**config.mk**
```make
export PLATFORM = sky130hd
export DESIGN_NAME = vga_pixel_stage_flat
export DESIGN_NICKNAME = d
export VERILOG_FILES = /design/src/rtl/vga_pixel_stage_if.sv /design/src/rtl/vga_pixel_stage.sv /design/src/flat_wrapper.sv
export SDC_FILE = /design/constraint.sdc
export NUM_CORES = 1
export LEC_CHECK = 0
export ABC_CLOCK_PERIOD_IN_PS = 7100
export BUFFER_PORTS_ARGS = -buffer_cell sky130_fd_sc_hd__buf_4
export CAP_MARGIN = 30
export CORE_MARGIN = 2
export CORE_UTILIZATION = 61
export DETAILED_ROUTE_END_ITERATION = 16
export PLACE_DENSITY_LB_ADDON = 0.05
export SYNTH_ARGS = -nofsm -noshare
export SYNTH_HDL_FRONTEND = slang
export SYNTH_SLANG_ARGS = --single-unit
export TNS_END_PERCENT = 10
```
**constraint.sdc**
```tcl
create_clock -name clk -period 7.1 [get_ports clk]
set_input_delay 1.775 -clock clk [delete_from_list [all_inputs] [get_ports clk]]
set_output_delay 1.775 -clock clk [all_outputs]
set_load 0.01 [all_outputs]
```
**src/rtl/vga_pixel_stage_if.sv**
```systemverilog
// Framebuffer read port between the pixel stage (master) and the framebuffer (slave).
interface vga_pixel_stage_if #(
    parameter int ADDR_W = 17
);
    logic [ADDR_W-1:0] fb_addr;
    logic              fb_rd_en;
    logic [11:0]       fb_data;

    modport master (output fb_addr, output fb_rd_en, input fb_data);
    modport slave  (input fb_addr, input fb_rd_en, output fb_data);
endinterface

```
**src/rtl/vga_pixel_stage.sv**
```systemverilog
// Pixel datapath after the VGA timing controller: framebuffer addressing, read-latency
// alignment of sync/colour, hollow-box cursor overlay and a once-per-frame pulse.
module vga_pixel_stage #(
    parameter int FB_LATENCY  = 2,
    parameter int SCALE_SHIFT = 1,
    parameter int FB_WIDTH    = 320,
    parameter int ADDR_W      = 17,
    parameter int CURSOR_SIZE = 8
) (
    input  logic              clk,
    input  logic              clr_n,
    input  logic              clk_25MHz,
    input  logic              hsync_in,
    input  logic              vsync_in,
    input  logic              xyvalid_in,
    input  logic [9:0]        x_in,
    input  logic [9:0]        y_in,
    vga_pixel_stage_if.master fb,
    input  logic [9:0]        cursor_x,
    input  logic [9:0]        cursor_y,
    input  logic              cursor_en,
    input  logic [11:0]       cursor_color,
    output logic              hsync,
    output logic              vsync,
    output logic [3:0]        red,
    output logic [3:0]        green,
    output logic [3:0]        blue,
    output logic              frame_pulse
);
    typedef struct packed {
        logic        hs;
        logic        vs;
        logic        valid;
        logic        hit;
        logic [11:0] color;
    } sideband_t;

    localparam sideband_t   SB_IDLE  = '{hs: 1'b1, vs: 1'b1, valid: 1'b0, hit: 1'b0, color: 12'h000};
    localparam logic [10:0] BOX_LAST = 11'(CURSOR_SIZE - 1);

    logic [9:0]        sh_x;
    logic [9:0]        sh_y;
    logic              sh_en;
    logic [11:0]       sh_color;
    logic              vsync_prev;
    logic              frame_start;
    logic [ADDR_W-1:0] addr_next;
    logic [10:0]       px;
    logic [10:0]       py;
    logic [10:0]       x_lo;
    logic [10:0]       x_hi;
    logic [10:0]       y_lo;
    logic [10:0]       y_hi;
    logic              hit;
    sideband_t         sb_in;
    sideband_t         sb_last;
    sideband_t         sb_pipe [FB_LATENCY];
    logic              hs_s;
    logic              vs_s;
    logic [11:0]       pix_s;

    // 11-bit compares so a box hanging off the right/bottom edge clips instead of wrapping.
    always_comb begin
        addr_next   = ADDR_W'(32'(y_in >> SCALE_SHIFT) * 32'(FB_WIDTH) + 32'(x_in >> SCALE_SHIFT));
        frame_start = vsync_prev & ~vsync_in;
        px          = {1'b0, x_in};
        py          = {1'b0, y_in};
        x_lo        = {1'b0, sh_x};
        y_lo        = {1'b0, sh_y};
        x_hi        = x_lo + BOX_LAST;
        y_hi        = y_lo + BOX_LAST;
        hit         = sh_en && (px >= x_lo) && (px <= x_hi) && (py >= y_lo) && (py <= y_hi)
                      && ((px == x_lo) || (px == x_hi) || (py == y_lo) || (py == y_hi));
        sb_in       = '{hs: hsync_in, vs: vsync_in, valid: xyvalid_in, hit: hit, color: sh_color};
        sb_last     = sb_pipe[FB_LATENCY-1];
    end

    always_ff @(posedge clk or negedge clr_n) begin
        if (!clr_n) begin
            fb.fb_addr  <= '0;
            fb.fb_rd_en <= 1'b0;
            vsync_prev  <= 1'b1;
            sh_x        <= '0;
            sh_y        <= '0;
            sh_en       <= 1'b0;
            sh_color    <= '0;
        end else if (clk_25MHz) begin
            if (xyvalid_in) begin
                fb.fb_addr <= addr_next;
            end
            fb.fb_rd_en <= xyvalid_in;
            vsync_prev  <= vsync_in;
            // Cursor state only changes at vsync start so a frame never shows a torn box.
            if (frame_start) begin
                sh_x     <= cursor_x;
                sh_y     <= cursor_y;
                sh_en    <= cursor_en;
                sh_color <= cursor_color;
            end
        end
    end

    always_ff @(posedge clk or negedge clr_n) begin
        if (!clr_n) begin
            frame_pulse <= 1'b0;
        end else begin
            frame_pulse <= clk_25MHz & frame_start;
        end
    end

    // The colour travels with the hit flag so in-flight pixels keep the shadow they saw.
    always_ff @(posedge clk or negedge clr_n) begin
        if (!clr_n) begin
            for (int i = 0; i < FB_LATENCY; i++) begin
                sb_pipe[i] <= SB_IDLE;
            end
        end else if (clk_25MHz) begin
            sb_pipe[0] <= sb_in;
            for (int i = 1; i < FB_LATENCY; i++) begin
                sb_pipe[i] <= sb_pipe[i-1];
            end
        end
    end

    always_ff @(posedge clk or negedge clr_n) begin
        if (!clr_n) begin
            hs_s  <= 1'b1;
            vs_s  <= 1'b1;
            pix_s <= '0;
            hsync <= 1'b1;
            vsync <= 1'b1;
            red   <= '0;
            green <= '0;
            blue  <= '0;
        end else if (clk_25MHz) begin
            hs_s  <= sb_last.hs;
            vs_s  <= sb_last.vs;
            pix_s <= !sb_last.valid ? 12'h000 : (sb_last.hit ? sb_last.color : fb.fb_data);
            hsync <= hs_s;
            vsync <= vs_s;
            red   <= pix_s[11:8];
            green <= pix_s[7:4];
            blue  <= pix_s[3:0];
        end
    end
endmodule

```
**src/flat_wrapper.sv**
```systemverilog
// flat-port wrapper written by rule: the top's interface ports become plain ports
module vga_pixel_stage_flat 
#(
    parameter int FB_LATENCY  = 2,
    parameter int SCALE_SHIFT = 1,
    parameter int FB_WIDTH    = 320,
    parameter int ADDR_W      = 17,
    parameter int CURSOR_SIZE = 8
)
  (clk, clr_n, clk_25MHz, hsync_in, vsync_in, xyvalid_in, x_in, y_in, cursor_x, cursor_y, cursor_en, cursor_color, hsync, vsync, red, green, blue, frame_pulse, fb_fb_addr, fb_fb_rd_en, fb_fb_data);
  vga_pixel_stage_if #(.ADDR_W(ADDR_W)) fb_i ();
  input  logic clk;
  input  logic clr_n;
  input  logic clk_25MHz;
  input  logic hsync_in;
  input  logic vsync_in;
  input  logic xyvalid_in;
  input  logic [9:0] x_in;
  input  logic [9:0] y_in;
  input  logic [9:0] cursor_x;
  input  logic [9:0] cursor_y;
  input  logic cursor_en;
  input  logic [11:0] cursor_color;
  output logic hsync;
  output logic vsync;
  output logic [3:0] red;
  output logic [3:0] green;
  output logic [3:0] blue;
  output logic frame_pulse;
  output wire logic [$bits(fb_i.fb_addr)-1:0] fb_fb_addr;
  output wire logic [$bits(fb_i.fb_rd_en)-1:0] fb_fb_rd_en;
  input wire logic [$bits(fb_i.fb_data)-1:0] fb_fb_data;
  assign fb_fb_addr = fb_i.fb_addr;
  assign fb_fb_rd_en = fb_i.fb_rd_en;
  assign fb_i.fb_data = fb_fb_data;
  vga_pixel_stage #(.FB_LATENCY(FB_LATENCY), .SCALE_SHIFT(SCALE_SHIFT), .FB_WIDTH(FB_WIDTH), .ADDR_W(ADDR_W), .CURSOR_SIZE(CURSOR_SIZE)) u_core (.clk(clk), .clr_n(clr_n), .clk_25MHz(clk_25MHz), .hsync_in(hsync_in), .vsync_in(vsync_in), .xyvalid_in(xyvalid_in), .x_in(x_in), .y_in(y_in), .fb(fb_i), .cursor_x(cursor_x), .cursor_y(cursor_y), .cursor_en(cursor_en), .cursor_color(cursor_color), .hsync(hsync), .vsync(vsync), .red(red), .green(green), .blue(blue), .frame_pulse(frame_pulse));
endmodule
```
==> results of run 1 <==
-- final cells by class --
cell class	count	share of cell area, %
clock buffer	11	2.10
tap	133	2.31
timing repair buffer	105	10.9
clock inverter	5	0.555
inverter	47	2.45
multi-input combinational	402	43.0
sequential	111	38.6
-- through the flow --
step,hold WS [ns],power [W]
after floorplan,0.439,0.00120
after global placement,0.453,0.00137
after detailed placement,0.461,0.00140
after CTS,0.486,0.00178
after global routing,0.508,0.00189
final,0.480,0.00176
-- cell usage after synthesis, types with 2 or more instances --
cell type	count
a211o_1	2
a211oi_1	2
a21o_1	7
a21oi_1	14
a31oi_1	3
buf_1	2
clkbuf_1	16
dfrtp_1	103
dfstp_2	8
fa_1	2
ha_1	59
inv_1	46
mux2_2	54
mux2i_1	12
nand2_1	78
nand2b_1	4
nand3_1	10
nand4_1	8
nand4b_1	2
nor2_1	14
nor2_2	2
nor2b_1	6
nor3_1	4
nor3b_1	3
nor4_1	4
nor4b_1	2
o211ai_1	2
o21ai_0	37
o21ai_1	4
o21ba_2	2
o22ai_1	12
or3_1	5
xnor2_1	23
xor2_1	3
-- logic make-up (layout without fill, tap and decap cells) --
kind of cell | after synthesis | after routing | synth area share [%]
adder cells (fa/ha/maj) | 61 | 61 | 12.7
flip-flops | 111 | 111 | 45.4
buffers and inverters | 66 | 168 | 4.05
multiplexers | 66 | 66 | 11.9
XOR/XNOR | 27 | 27 | 3.97
AO/OA/AOI/OAI | 98 | 98 | 10.2
AND/OR/NAND/NOR | 150 | 150 | 11.9
-- power by group --
part / leakage (nW) / total, W / switching, W / internal [W]
Sequential: 1.38 / 0.000833 / 0.0000731 / 0.000760
Combinational: 1.95 / 0.000556 / 0.000279 / 0.000277
Clock: 0.0955 / 0.000372 / 0.000222 / 0.000150
Total: 3.43 / 0.00176 / 0.000574 / 0.00119
-- final timing paths --
kind	end	depth (start not counted)
max	u_core.fb.fb_addr[16]$_DFFE_PN0P_	10
min	u_core.sh_color[5]$_DFFE_PN0P_	2
max reg2reg	u_core.sb_pipe[28]$_DFFE_PN0P_	12
min reg2reg	u_core.sh_color[5]$_DFFE_PN0P_	2
max in group asynchronous	u_core.sb_last[4]$_DFFE_PN0P_	2
min in group asynchronous	u_core.sh_y[4]$_DFFE_PN0P_	1
-- layer usage --
| metal | GRT usage [%] | wire [um] | up-vias |
|---|---|---|---|
| met5 | 0 | 0 | - |
| met4 | 7.05 | 193 | 0 |
| met3 | 6.39 | 518 | 18 |
| met2 | 42.5 | 6230 | 76 |
| met1 | 32.0 | 5720 | 2164 |
| li1 | - | - | 2217 |
-- flip-flops by register name, indices dropped and copies added (netlist names) --
signal,cells
u_core.green,4
u_core.vsync_prev,1
u_core.sh_color,12
u_core.red,4
u_core.frame_pulse,1
u_core.fb.fb_addr,17
u_core.sh_y,10
u_core.sh_en,1
u_core.sh_x,10
u_core.sb_pipe,14
u_core.blue,4
u_core.vsync,1
u_core.sb_last,16
u_core.vs_s,1
u_core.hs_s,1
u_core.pix_s,12
u_core.hsync,1
u_core.fb.fb_rd_en,1
-- critical path: cells and delay by family --
family | cells | cell delay, ns
AOI/OAI and AO/OA | 2 | 0.58
xor gates and xnor gates | 1 | 0.26
adders and majority gates | 3 | 0.88
buffers and inverters | 2 | 0.21
and+or+nand+nor | 2 | 0.52
==> impl_metrics.tcl, run 1 <==
set metrics [dict create \
    rows 36 \
    reg2reg_from "u_core.sh_x[0]$_DFFE_PN0P_" \
    dp.cells 798 \
    synth-edff-count 0 \
    ioPinCount 104 \
    placed_area_um2 7020 \
    ys_ff_latch 111 \
    postCtsSetupBuffers 0 \
    cts-root-buf "clkbuf_8" \
    final-max-slew-violation-count 0 \
    rrSetupSlack_ns 4.20 \
    synth_top_area_share_pct 42.0 \
    wl_um 12700 \
    relSlewSlack_pct 36.6 \
    wl_per_cell_um 15.5 \
    syn_inst 579 \
    status "completed" \
    postLayoutCoreUtil_pct 73.8 \
    layout.nets 808 \
    dieHeight_um 104 \
    path_cells "buf_4 -> ha_1 -> ha_1 -> inv_1 -> fa_1 -> xnor2_1 -> nor3b_2 -> nand3_1 -> o32a_1 -> a211o_1" \
    nFillCells 755 \
    synth_top_area_cell "dfrtp_1" \
    cap_violations 0 \
    worstSetupPathType "input pin to register" \
    design_area_um2 7210 \
    max_stage_delay_ns 0.40 \
    synth-seq-area-share_pct 45.4 \
    drive_above_1_share_pct 28.8 \
    dr.pass1.iters 5 \
    ant_nets 0 \
    numCtsBuffers 9 \
    hold_path_startpoint "u_core.sh_color[5]$_DFFE_PN0P_" \
    grt_pass1_wl_um 21900 \
    cp-end-kind "register" \
    numPortBuffers 103 \
    hpwl_um 9380 \
    fin_cells 814 \
    p_leak_nw 3.43 \
    grt_pass1_vias 4706 \
    hold_viol 0 \
    ys_warn_count 0 \
    core_region_area_um2 9770 \
    final_common_cell "buf_4" \
    fp.dieW_um 104 \
    ff_latch_area_um2 2790 \
    tns_ns 0 \
    clock_path_buffers 2 \
    postCtsResizedCells 0 \
    clk_latency_ns 0.39 \
    grtUsageTotal_pct 25.1 \
    setup_ws_ns 3.16 \
    clkSinkCount 111 \
    synth.avg_cell_area_um2 10.6 \
    grt_max_degree 67 \
    clkTransAtPathRegs_ns 0.10 \
    crit_path_top_delay_cell "fa_1" \
    rsz0062_at_grt "false" \
    p_per_area_nw_per_um2 244 \
    antenna_found_initial 0 \
    required_ns 7.39 \
    place_congestion 0.862 \
    vias_per_cell 5.50 \
    critPathLaunchType "input pin" \
    cpMostUsedCell "ha_1" \
    drcViolationCount 0 \
    pre_cts_ws_ns 2.74 \
    cts-htree-levels 3 \
    finalCritPeriodShare_pct 55.5 \
    antennaDiodeCount 0 \
    post-route-min-period_ns 3.94 \
    area_growth_pct 17.5 \
    path_max_fanout 5 \
    cts_hold_buffers 0 \
    gr-total-overflow 0 \
    multiInputGateArea_um2 3100 \
    hp-class "register to register" \
    finalSetupViolations 0 \
    die_area_um2 10900 \
    synth.cell_area_um2 6140 \
    timing.fmax_ghz 0.254 \
    critPathLaunch "y_in[2]" \
    async_reset_ff_share_pct 100 \
    start_util_pct 62.8 \
    finClkSkew_ns 0.00788 \
    cts_tree "done" \
    synth_ff_type "dfrtp_1" \
    final_cell_mix "buf_4, dfrtp_1, nand2_1" \
    num_vias 4475 \
    worst_ep_arrival_time_ns 4.22 \
    max-vdd-ir-drop_mv 0.222 \
    worst_pin_slew_ns 0.948 \
    drt_iter0_markers 111 \
    synth_area_leaders "dfrtp_1, ha_1, mux2_2" \
    synth_nets 711 \
    ys_types 58 \
]
Note: power is estimated with default switching activity, not from simulation.
==> inputs of run 2 (changes only) <==
--- a/config.mk
+++ b/config.mk
@@ -5,11 +5,12 @@
 export SDC_FILE = /design/constraint.sdc
 export NUM_CORES = 1
 export LEC_CHECK = 0
-export ABC_CLOCK_PERIOD_IN_PS = 7100
+export ABC_AREA = 1
+export ABC_CLOCK_PERIOD_IN_PS = 4050
 export BUFFER_PORTS_ARGS = -buffer_cell sky130_fd_sc_hd__buf_4
 export CAP_MARGIN = 30
 export CORE_MARGIN = 2
-export CORE_UTILIZATION = 61
+export CORE_UTILIZATION = 57
 export DETAILED_ROUTE_END_ITERATION = 16
 export PLACE_DENSITY_LB_ADDON = 0.05
 export SYNTH_ARGS = -nofsm -noshare
==> constraint.sdc (replaced) <==
create_clock -name clk -period 4.05 [get_ports clk]
set_input_delay 1.0125 -clock clk [delete_from_list [all_inputs] [get_ports clk]]
set_output_delay 1.0125 -clock clk [all_outputs]
set_load 0.01 [all_outputs]
==> impl_metrics.tcl, run 2 <==
set metrics [dict create \
    final-max-slew-violation-count 0 \
    cts-htree-levels 3 \
    synth_top_area_share_pct 41.1 \
    path_max_fanout 5 \
    num_vias 5359 \
    synth-edff-count 0 \
    dr.pass1.iters 5 \
    ys_ff_latch 111 \
    nFillCells 937 \
    cpMostUsedCell "nand2_1" \
    p_leak_nw 3.92 \
    die_area_um2 11900 \
    gr-total-overflow 0 \
    postCtsSetupBuffers 0 \
    syn_inst 782 \
    fp.dieW_um 109 \
    core_region_area_um2 10800 \
    drt_iter0_markers 347 \
    netSwitchingFraction_pct 36.2 \
    rsz0062_at_grt "false" \
    layout.nets 1010 \
    p_per_area_nw_per_um2 414 \
    hold_viol 0 \
    placed_area_um2 7160 \
    synth_nets 914 \
    drcViolationCount 0 \
    clkSinkCount 111 \
    worstSetupPathType "input pin to register" \
    p_comb_share_pct 31.6 \
    async_reset_ff_share_pct 100 \
    clk_latency_ns 0.37 \
    synth_ff_type "dfrtp_1" \
    tns_ns 0 \
    final_cell_mix "nand2_1, buf_4, dfrtp_1" \
    path_cells "buf_4 -> ha_1 -> ha_1 -> inv_1 -> fa_1 -> nor2_1 -> nand4_1 -> nand2_1 -> nand2_1 -> nor2_2 -> nand2_1 -> nor2_1 -> nand2_1 -> nand3_1 -> nand2_1" \
    power_w 0.00305 \
    critical_path.top_delay_family "adder cells" \
    cts_tree "done" \
    cp-end-kind "register" \
    hpwl_um 10700 \
    wl_per_cell_um 13.8 \
    worst_pin_slew_ns 0.898 \
    critPathLaunchType "input pin" \
    crit_path_top_delay_cell "fa_1" \
    status "completed" \
    rrSetupSlack_ns 1.58 \
    start_util_pct 58.1 \
    yosysMostFrequentCell "nand2_1" \
    ioPinCount 104 \
    synth_area_leaders "dfrtp_1, nand2_1, ha_1" \
    clock_path_buffers 2 \
    postCtsResizedCells 0 \
    area_growth_pct 17.5 \
    design_area_um2 7370 \
    final_common_cell "nand2_1" \
    ant_nets 0 \
    finClkSkew_ns 0.0131 \
    cts_hold_buffers 0 \
    synth-seq-area-share_pct 44.5 \
    p_switching_w 0.00110 \
    yosys-top-cells-count "nand2_1, dfrtp_1, o21ai_0" \
    largest_reg_flops 17 \
    cts-root-buf "clkbuf_8" \
    rows 38 \
    ys_types 39 \
    antenna_found_initial 0 \
    reg2regPathDepth 14 \
    grt_pass1_wl_um 24000 \
    crit_buf_inv 2 \
    relSlewSlack_pct 40.0 \
    grt_max_degree 60 \
    grt_pass1_vias 5295 \
    numPortBuffers 103 \
    grtUsageTotal_pct 25.7 \
    clkTransAtPathRegs_ns 0.11 \
    clkPwrFrac_pct 22.0 \
    post-route-min-period_ns 2.76 \
    finalSetupViolations 0 \
    synth.cell_area_um2 6270 \
    worst_ep_arrival_time_ns 3.04 \
    hp-class "register to register" \
    pwr-share-seq_pct 46.4 \
    cp.depth 15 \
    timing.fmax_ghz 0.362 \
    finalCritPeriodShare_pct 68.3 \
    wl_um 14100 \
    max_stage_delay_ns 0.42 \
    holdPathStages 2 \
    vias_per_cell 5.24 \
    synth.avg_cell_area_um2 8.02 \
    place_congestion 0.890 \
    dieHeight_um 109 \
    ys_warn_count 0 \
    max-vdd-ir-drop_mv 0.240 \
    drive_above_1_share_pct 17.1 \
    largest_register "u_core.fb.fb_addr" \
    intPower_w 0.00195 \
    antennaDiodeCount 0 \
    numCtsBuffers 9 \
    synth_top_area_cell "dfrtp_1" \
    cap_violations 0 \
    required_ns 4.32 \
]
-- run 2: worst paths after layout --
path / startpoint / end
setup / recovery: y_in[2] / u_core.fb.fb_addr[15]$_DFFE_PN0P_
setup reg to reg: u_core.sh_y[0]$_DFFE_PN0P_ / u_core.sb_pipe[28]$_DFFE_PN0P_
min in group asynchronous: clr_n / u_core.fb.fb_addr[11]$_DFFE_PN0P_
hold / removal: u_core.vsync_prev$_DFFE_PN1P_ / u_core.vsync_prev$_DFFE_PN1P_
hold reg to reg: u_core.vsync_prev$_DFFE_PN1P_ / u_core.vsync_prev$_DFFE_PN1P_
max in group asynchronous: clr_n / u_core.vsync_prev$_DFFE_PN1P_
-- run 2: area by class of cell --
| type | count | area, um2 | share of cell area, % |
|---|---|---|---|
| multi-input cells | 585 | 3150 | 42.7 |
| flip-flops and latches | 111 | 2790 | 37.8 |
| repair buffers | 108 | 811 | 11.0 |
| inverters | 63 | 236 | 3.21 |
| well taps | 140 | 175 | 2.38 |
| clock buffers | 9 | 124 | 1.68 |
| clock inverters | 7 | 86.3 | 1.17 |
-- run 2: metrics by stage --
stage                     hold slack [ns]  utilization (%)  worst slack [ns]  std cells
after CTS                           0.474             68.2              1.28       1023
after global routing                0.491             68.2              1.06       1023
after detailed placement            0.454             66.3             0.858       1007
after floorplan                     0.437                -              1.18        782
after global placement              0.451             66.3             0.923       1007
final                               0.471             68.2              1.29       1023
-- run 2: per-layer routing --
| metal | vias up | global-route usage [%] | part of all wire, % |
|---|---|---|---|
| met5 | - | 0 | 0 |
| met4 | 0 | 9.62 | 2.1 |
| met3 | 26 | 4.24 | 5.1 |
| met2 | 145 | 41.5 | 47 |
| met1 | 2479 | 34.8 | 46 |
| li1 | 2709 | - | - |
-- run 2: tightest hold or removal path, delay by kind of cell, from the launching register on --
family / cells / cell delay, ns
AND/OR/NAND/NOR: 2 / 0.10
flip-flops: 1 / 0.38
-- run 2: logic make-up (layout without fill, tap and decap cells) --
group                      after synthesis  after routing  share of synthesized area [%]
and+or+nand+nor                        410            410                           27.0
adders and majority gates               61             61                           12.4
buffers and inverters                   86            187                           5.39
xor gates and xnor gates                19             19                           2.65
AOI/OAI and AO/OA                       95             95                           8.14
DFF                                    111            111                           44.5
-- run 2: power groups by stage --
stage               clock network (W)  registers (W)  logic (W)
floorplan                           0        0.00143   0.000616
global placement                    0        0.00143   0.000929
detailed placement                  0        0.00143   0.000960
CTS                          0.000689        0.00141   0.000967
global route                 0.000732        0.00144    0.00111
finish                       0.000672        0.00141   0.000962
